$ cat src/rtl/alu_pkg.sv
// alu_pkg -- definitions shared by the ID/EX stage and the ALU.
//   OP_W    : ALU operation code width
//   alu_op_e: legal ALU opcodes. They occupy a contiguous range starting at 0,
//             so "legal" is the same as "op <= OP_SHR".
package alu_pkg;
  localparam int OP_W = 4;

  typedef enum logic [OP_W-1:0] {
    OP_ADD = 4'b0000,
    OP_SUB = 4'b0001,
    OP_MUL = 4'b0010,
    OP_DIV = 4'b0011,
    OP_SHL = 4'b0100,
    OP_SHR = 4'b0101
  } alu_op_e;
endpackage

$ cat src/rtl/id_ex_stage_fwd_mux.sv
// fwd_mux -- operand source select for one register operand.
//   i_rs / i_rs_data          : register index and register-file read data
//   i_mem_we/_rd/_data        : EX/MEM bypass source
//   i_wb_we/_rd/_data         : MEM/WB bypass source
//   o_data                    : resolved operand
// Macro ID_EX_FORWARD_EN: when defined, bypass from EX/MEM (higher priority)
// then MEM/WB; otherwise the register-file data is used directly. x0 always
// resolves to 0, and a bypass targeting x0 never matches.
module fwd_mux #(
  parameter int DATA_W = 32
) (
  input  logic [4:0]        i_rs,
  input  logic [DATA_W-1:0] i_rs_data,
  input  logic              i_mem_we,
  input  logic [4:0]        i_mem_rd,
  input  logic [DATA_W-1:0] i_mem_data,
  input  logic              i_wb_we,
  input  logic [4:0]        i_wb_rd,
  input  logic [DATA_W-1:0] i_wb_data,
  output logic [DATA_W-1:0] o_data
);
`ifdef ID_EX_FORWARD_EN
  always_comb begin
    o_data = i_rs_data;
    if (i_rs == 5'd0)                           o_data = '0;
    else if (i_mem_we && (i_mem_rd == i_rs))    o_data = i_mem_data;
    else if (i_wb_we  && (i_wb_rd  == i_rs))    o_data = i_wb_data;
  end
`else
  // Bypass inputs stay on the port list so the stage interface does not
  // change with the build option.
  logic w_unused_fwd;
  assign w_unused_fwd = ^{i_mem_we, i_mem_rd, i_mem_data, i_wb_we, i_wb_rd, i_wb_data};

  always_comb begin
    o_data = i_rs_data;
    if (i_rs == 5'd0) o_data = '0;
  end
`endif
endmodule

$ cat src/rtl/id_ex_stage.sv
// id_ex_stage -- ID/EX pipeline register with operand bypass.
//   clk, reset             : clock, synchronous active-high reset
//   in_valid/in_ready      : decode-side handshake
//   in_op, in_rs1/2, in_rd : opcode and register indices
//   in_rs1/2_data, in_imm, in_use_imm : register data, immediate, op2 select
//   fwd_mem_*, fwd_wb_*    : bypass sources (used only with ID_EX_FORWARD_EN)
//   flush                  : drop held and incoming instruction
//   out_valid/out_ready    : ALU-side handshake
//   out_op/operand1/operand2/rd, out_illegal, out_div_zero : registered ALU inputs
//   stall_count            : saturating count of back-pressure cycles
// Macro ID_EX_FORWARD_EN enables the bypass network.
module id_ex_stage #(
  parameter int DATA_W = 32,
  parameter int OP_W   = alu_pkg::OP_W
) (
  input  logic              clk,
  input  logic              reset,
  input  logic              in_valid,
  output logic              in_ready,
  input  logic [OP_W-1:0]   in_op,
  input  logic [4:0]        in_rs1,
  input  logic [4:0]        in_rs2,
  input  logic [4:0]        in_rd,
  input  logic [DATA_W-1:0] in_rs1_data,
  input  logic [DATA_W-1:0] in_rs2_data,
  input  logic [DATA_W-1:0] in_imm,
  input  logic              in_use_imm,
  input  logic              fwd_mem_we,
  input  logic [4:0]        fwd_mem_rd,
  input  logic [DATA_W-1:0] fwd_mem_data,
  input  logic              fwd_wb_we,
  input  logic [4:0]        fwd_wb_rd,
  input  logic [DATA_W-1:0] fwd_wb_data,
  input  logic              flush,
  output logic              out_valid,
  input  logic              out_ready,
  output logic [OP_W-1:0]   out_op,
  output logic [DATA_W-1:0] out_operand1,
  output logic [DATA_W-1:0] out_operand2,
  output logic [4:0]        out_rd,
  output logic              out_illegal,
  output logic              out_div_zero,
  output logic [15:0]       stall_count
);
  logic              r_valid;
  logic [OP_W-1:0]   r_op;
  logic [DATA_W-1:0] r_opnd1, r_opnd2;
  logic [4:0]        r_rd;
  logic              r_illegal, r_div_zero;
  logic [15:0]       r_stall;

  logic [DATA_W-1:0] w_rs1_val, w_rs2_val, w_opnd2;
  logic              w_capture, w_illegal, w_div_zero;

  fwd_mux #(.DATA_W(DATA_W)) u_fwd_rs1 (
    .i_rs(in_rs1), .i_rs_data(in_rs1_data),
    .i_mem_we(fwd_mem_we), .i_mem_rd(fwd_mem_rd), .i_mem_data(fwd_mem_data),
    .i_wb_we(fwd_wb_we), .i_wb_rd(fwd_wb_rd), .i_wb_data(fwd_wb_data),
    .o_data(w_rs1_val)
  );

  fwd_mux #(.DATA_W(DATA_W)) u_fwd_rs2 (
    .i_rs(in_rs2), .i_rs_data(in_rs2_data),
    .i_mem_we(fwd_mem_we), .i_mem_rd(fwd_mem_rd), .i_mem_data(fwd_mem_data),
    .i_wb_we(fwd_wb_we), .i_wb_rd(fwd_wb_rd), .i_wb_data(fwd_wb_data),
    .o_data(w_rs2_val)
  );

  assign in_ready   = !flush && (!r_valid || out_ready);
  assign w_capture  = in_valid && in_ready;
  assign w_opnd2    = in_use_imm ? in_imm : w_rs2_val;
  // Legal opcodes are the contiguous range ADD..SHR.
  assign w_illegal  = (in_op > OP_W'(alu_pkg::OP_SHR));
  assign w_div_zero = (in_op == OP_W'(alu_pkg::OP_DIV)) && (w_opnd2 == '0);

  always_ff @(posedge clk) begin
    if (reset) begin
      r_valid    <= 1'b0;
      r_op       <= '0;
      r_opnd1    <= '0;
      r_opnd2    <= '0;
      r_rd       <= '0;
      r_illegal  <= 1'b0;
      r_div_zero <= 1'b0;
      r_stall    <= '0;
    end else begin
      if (flush) begin
        r_valid <= 1'b0;
      end else if (w_capture) begin
        r_valid    <= 1'b1;
        r_op       <= in_op;
        r_opnd1    <= w_rs1_val;
        r_opnd2    <= w_opnd2;
        r_rd       <= in_rd;
        r_illegal  <= w_illegal;
        r_div_zero <= w_div_zero;
      end else if (r_valid && out_ready) begin
        r_valid <= 1'b0;
      end

      if (r_valid && !out_ready && !flush && (r_stall != 16'hFFFF))
        r_stall <= r_stall + 16'd1;
    end
  end

  assign out_valid    = r_valid;
  assign out_op       = r_op;
  assign out_operand1 = r_opnd1;
  assign out_operand2 = r_opnd2;
  assign out_rd       = r_rd;
  assign out_illegal  = r_illegal;
  assign out_div_zero = r_div_zero;
  assign stall_count  = r_stall;
endmodule

$ cat config.mk
export PLATFORM = sky130hd
export DESIGN_NAME = id_ex_stage
export DESIGN_NICKNAME = d
export VERILOG_FILES = /design/src/rtl/alu_pkg.sv /design/src/rtl/id_ex_stage_fwd_mux.sv /design/src/rtl/id_ex_stage.sv
export SDC_FILE = /design/constraint.sdc
export NUM_CORES = 1
export LEC_CHECK = 0
export CAP_MARGIN = 20
export CORE_MARGIN = 2
export CORE_UTILIZATION = 30
export CTS_BUF_LIST = sky130_fd_sc_hd__clkbuf_16
export DETAILED_ROUTE_END_ITERATION = 16
export PLACE_DENSITY = 0.73
export SYNTH_ARGS = -nofsm -noshare
export SYNTH_HDL_FRONTEND = slang
export SYNTH_SLANG_ARGS = --single-unit
$ cat constraint.sdc
create_clock -name clk -period 2.2 [get_ports clk]
set_clock_uncertainty 0.1 [all_clocks]
set_input_delay 0.44 -clock clk [delete_from_list [all_inputs] [get_ports clk]]
set_output_delay 0.44 -clock clk [all_outputs]
set_load 0.03 [all_outputs]
==> results.md <==
- Worst Hold Class: reg2reg
- Final non-filler cell total: 812
- Final Hold Viols: 0
- Worst Setup SP: stall_count[2]
- Root buffer cell: clkbuf_16
- Synth async-reset ratio: 0%
- P&R area growth vs syn: 70.5%
- Largest delay share family, worst path: buffers and inverters
- Diodes inserted: 0
- # Max-Cap Violations: 0
- Fin crit period: 2.05 ns
- Share of layout cells above drive strength 1: 6.72%
- CTS tree: done
- CTS Buf Count: 9
- Final WS setup: 0.154 ns
- PnR Total Power: 4.14 mW
- Biggest cell delay along the critical path: 0.72 ns
- Synth Instances: 429
- Tot GR Track Use: 19.3%
- Core box area: 12500 um2
- Crit path max fanout: 7
- WL per Instance: 17.2 um
- Final Instance Area: 6490 um2
- Clk pwr share: 36.6%
- Most frequent cell after synthesis: dfxtp_1
- Critical path launch point type: register
- DR vias/cell: 5.15
- Leak pwr: 2.30 nW
- Maximum root-to-sink buffer count: 2
- Crit share post-route: 93.0%
- Fin Setup TNS: 0 ns
- Critical Path End Type: output pin
- Clock sink count: 92
- Library cells used by synthesis: 39
- Pwr Density: 638 nW/um2
- WP buf/inv: 1
- Pre-CTS setup slack: -0.0611 ns
- Fmax: 0.489 GHz
- Area leader, netlist: dfxtp_1
- Critical Path RT: 1.66 ns
- HPWL Detailed: 10.1 mm
- Max-slew headroom: 70.9%
- Largest net degree at the start of global routing: 93
- Cells after DPL: 796
- Top post-synthesis cells by count: dfxtp_1 (92), nor2_1 (86), nor3_1 (38)
- I/O pin cnt: 290
- Top_reg_cell synth: dfxtp_1
- Post-synth EDFFs: 0
- Status: complete, no violations
- Drt first pass iters: 5
- Clock Latency Late Sink: 0.34 ns
- Slew @ Worst Pin: 0.432 ns
- Synth Net Count: 627
- Post-cts resize count: 0
- Worst path slowest cell: clkdlybuf4s50_1
- H-Tree Depth: 3
- Post-Syn Area: 3810 um2
- RSZ-0062 raised after global routing: false
- Crit-path cells: clkdlybuf4s50_1
- Cell row count: 41
- Pins over their slew limit: 0
- Placed cell areas: 6200 um2
- Final setup viols: 0
- Seq pwr share: 43.1%
- Area share of the largest cell type after synthesis: 48.4%
- Post-Route WL: 14.0 mm
- Starting density of the core: 30.4%
- Global placement routability congestion: 0.801
- Vias: 4184
- Power share of the combinational group: 20.3%
- Drc violations: 0
- Worst Path Arrival: 1.51 ns
- Switching part of the total: 26.8%
- Number of global-route vias before repair: 4018
- RR Startpoint: stall_count[6]
- Initial antenna violation count: 0
- Clk slew on worst S/H paths: 0.06 ns
- Yosys warns: 0
- Synthesized flop and latch total: 92
- Die area: 13600 um2
- DRT iter0 DRCs: 219
- Die H: 117 um
- FILL cells: 1182
- Start point of the worst hold path: out_op[2]
- Final core occ: 51.8%
- First-pass GRT wire length: 20.3 mm
- Antenna Nets Post-Route: 0
- Net switching power: 1.11 mW
- Post-CTS setup buffer count: 0
- IR drop worst, VDD: 0.359 mV
- Die X: 117 um
- Cell-internal power: 3.03 mW
- Synth top area cells: dfxtp_1 (48%), nor2_1 (8.5%), a221oi_1 (7.4%)
- Worst Hold Slack: 0.358 ns
- Cts hold-fix bufs: 0
- Crit Path Category: reg2out
- Mapped Avg Cell Area: 8.88 um2
- Sequential area share after synthesis: 48.4%
- # port buffers: 213
- Grt ovf: 0
- Final nets: 833
[state kept, by name, indices dropped and copies added (netlist names)]
signal,cells
out_div_zero,1
out_illegal,1
out_valid,1
out_rd,5
out_operand1,32
out_op,4
stall_count,16
out_operand2,32
[path summary, 6_finish.rpt]
| check | endpoint | slack, ns | cells past startpoint |
|---|---|---|---|
| max | stall_count[2] | 0.15 | 1 |
| min | out_op[2] | 0.36 | 2 |
| max reg2reg | stall_count[1] | 0.43 | 6 |
| min reg2reg | out_op[2] | 0.36 | 2 |
[layout make-up]
| cell class | instances | area [um2] | share of cell area [%] |
|---|---|---|---|
| Inverter | 2 | 7.51 | 0.116 |
| Clock inverter | 7 | 61.3 | 0.945 |
| Multi-Input combinational cell | 301 | 1820 | 28.0 |
| Sequential cell | 92 | 1840 | 28.4 |
| Clock buffer | 9 | 225 | 3.47 |
| Timing Repair Buffer | 229 | 2320 | 35.7 |
| Tap cell | 172 | 215 | 3.32 |
[metal layers]
layer	global-route usage [%]	up-vias	wire, um
li1	-	1997	-
met1	22.0	1960	5670
met2	34.3	202	6720
met3	5.09	25	1240
met4	7.92	0	335
met5	0	-	0
[power by group through the flow]
stage	Sequential, mW	Combinational (mW)	Clock, mW
2_1_floorplan	1.97	0.205	0
3_3_place_gp	1.82	0.832	0
3_5_place_dp	1.82	0.839	0
4_1_cts	1.79	0.844	1.56
5_1_grt	1.79	0.893	1.63
6_report	1.79	0.841	1.51
[logic make-up after synthesis]
| kind of cell | synth area share [%] |
|---|---|
| AND/OR/NAND/NOR | 25.5 |
| buffers and inverters | 4.17 |
| AO/OA/AOI/OAI | 18.6 |
| multiplexers | 0.263 |
| flip-flops | 48.4 |
| adder cells (fa/ha/maj) | 0.329 |
| XOR/XNOR | 2.76 |
[layout by cell type (no fill, tap or decap), types with 2 or more instances in the layout]
cell type / Yosys / layout
a221oi_1: 32 / 32
nor3_1: 38 / 38
dfxtp_1: 92 / 92
and3_1: 4 / 4
nand3_2: 1 / 2
nand3_4: 2 / 2
nor2_1: 86 / 86
o211ai_1: 3 / 3
and4_1: 3 / 3
a211oi_2: 2 / 2
nand2_1: 22 / 22
clkbuf_16: 0 / 9
o21ai_0: 4 / 4
nand3_1: 3 / 2
nand4_1: 10 / 10
xor2_1: 7 / 7
a22oi_1: 32 / 32
inv_1: 2 / 5
a21oi_1: 16 / 14
xnor2_1: 5 / 5
a21oi_2: 0 / 2
buf_12: 0 / 6
nor4_1: 15 / 15
buf_4: 0 / 11
clkdlybuf4s50_1: 0 / 211
(Power assumes the default switching activity.)
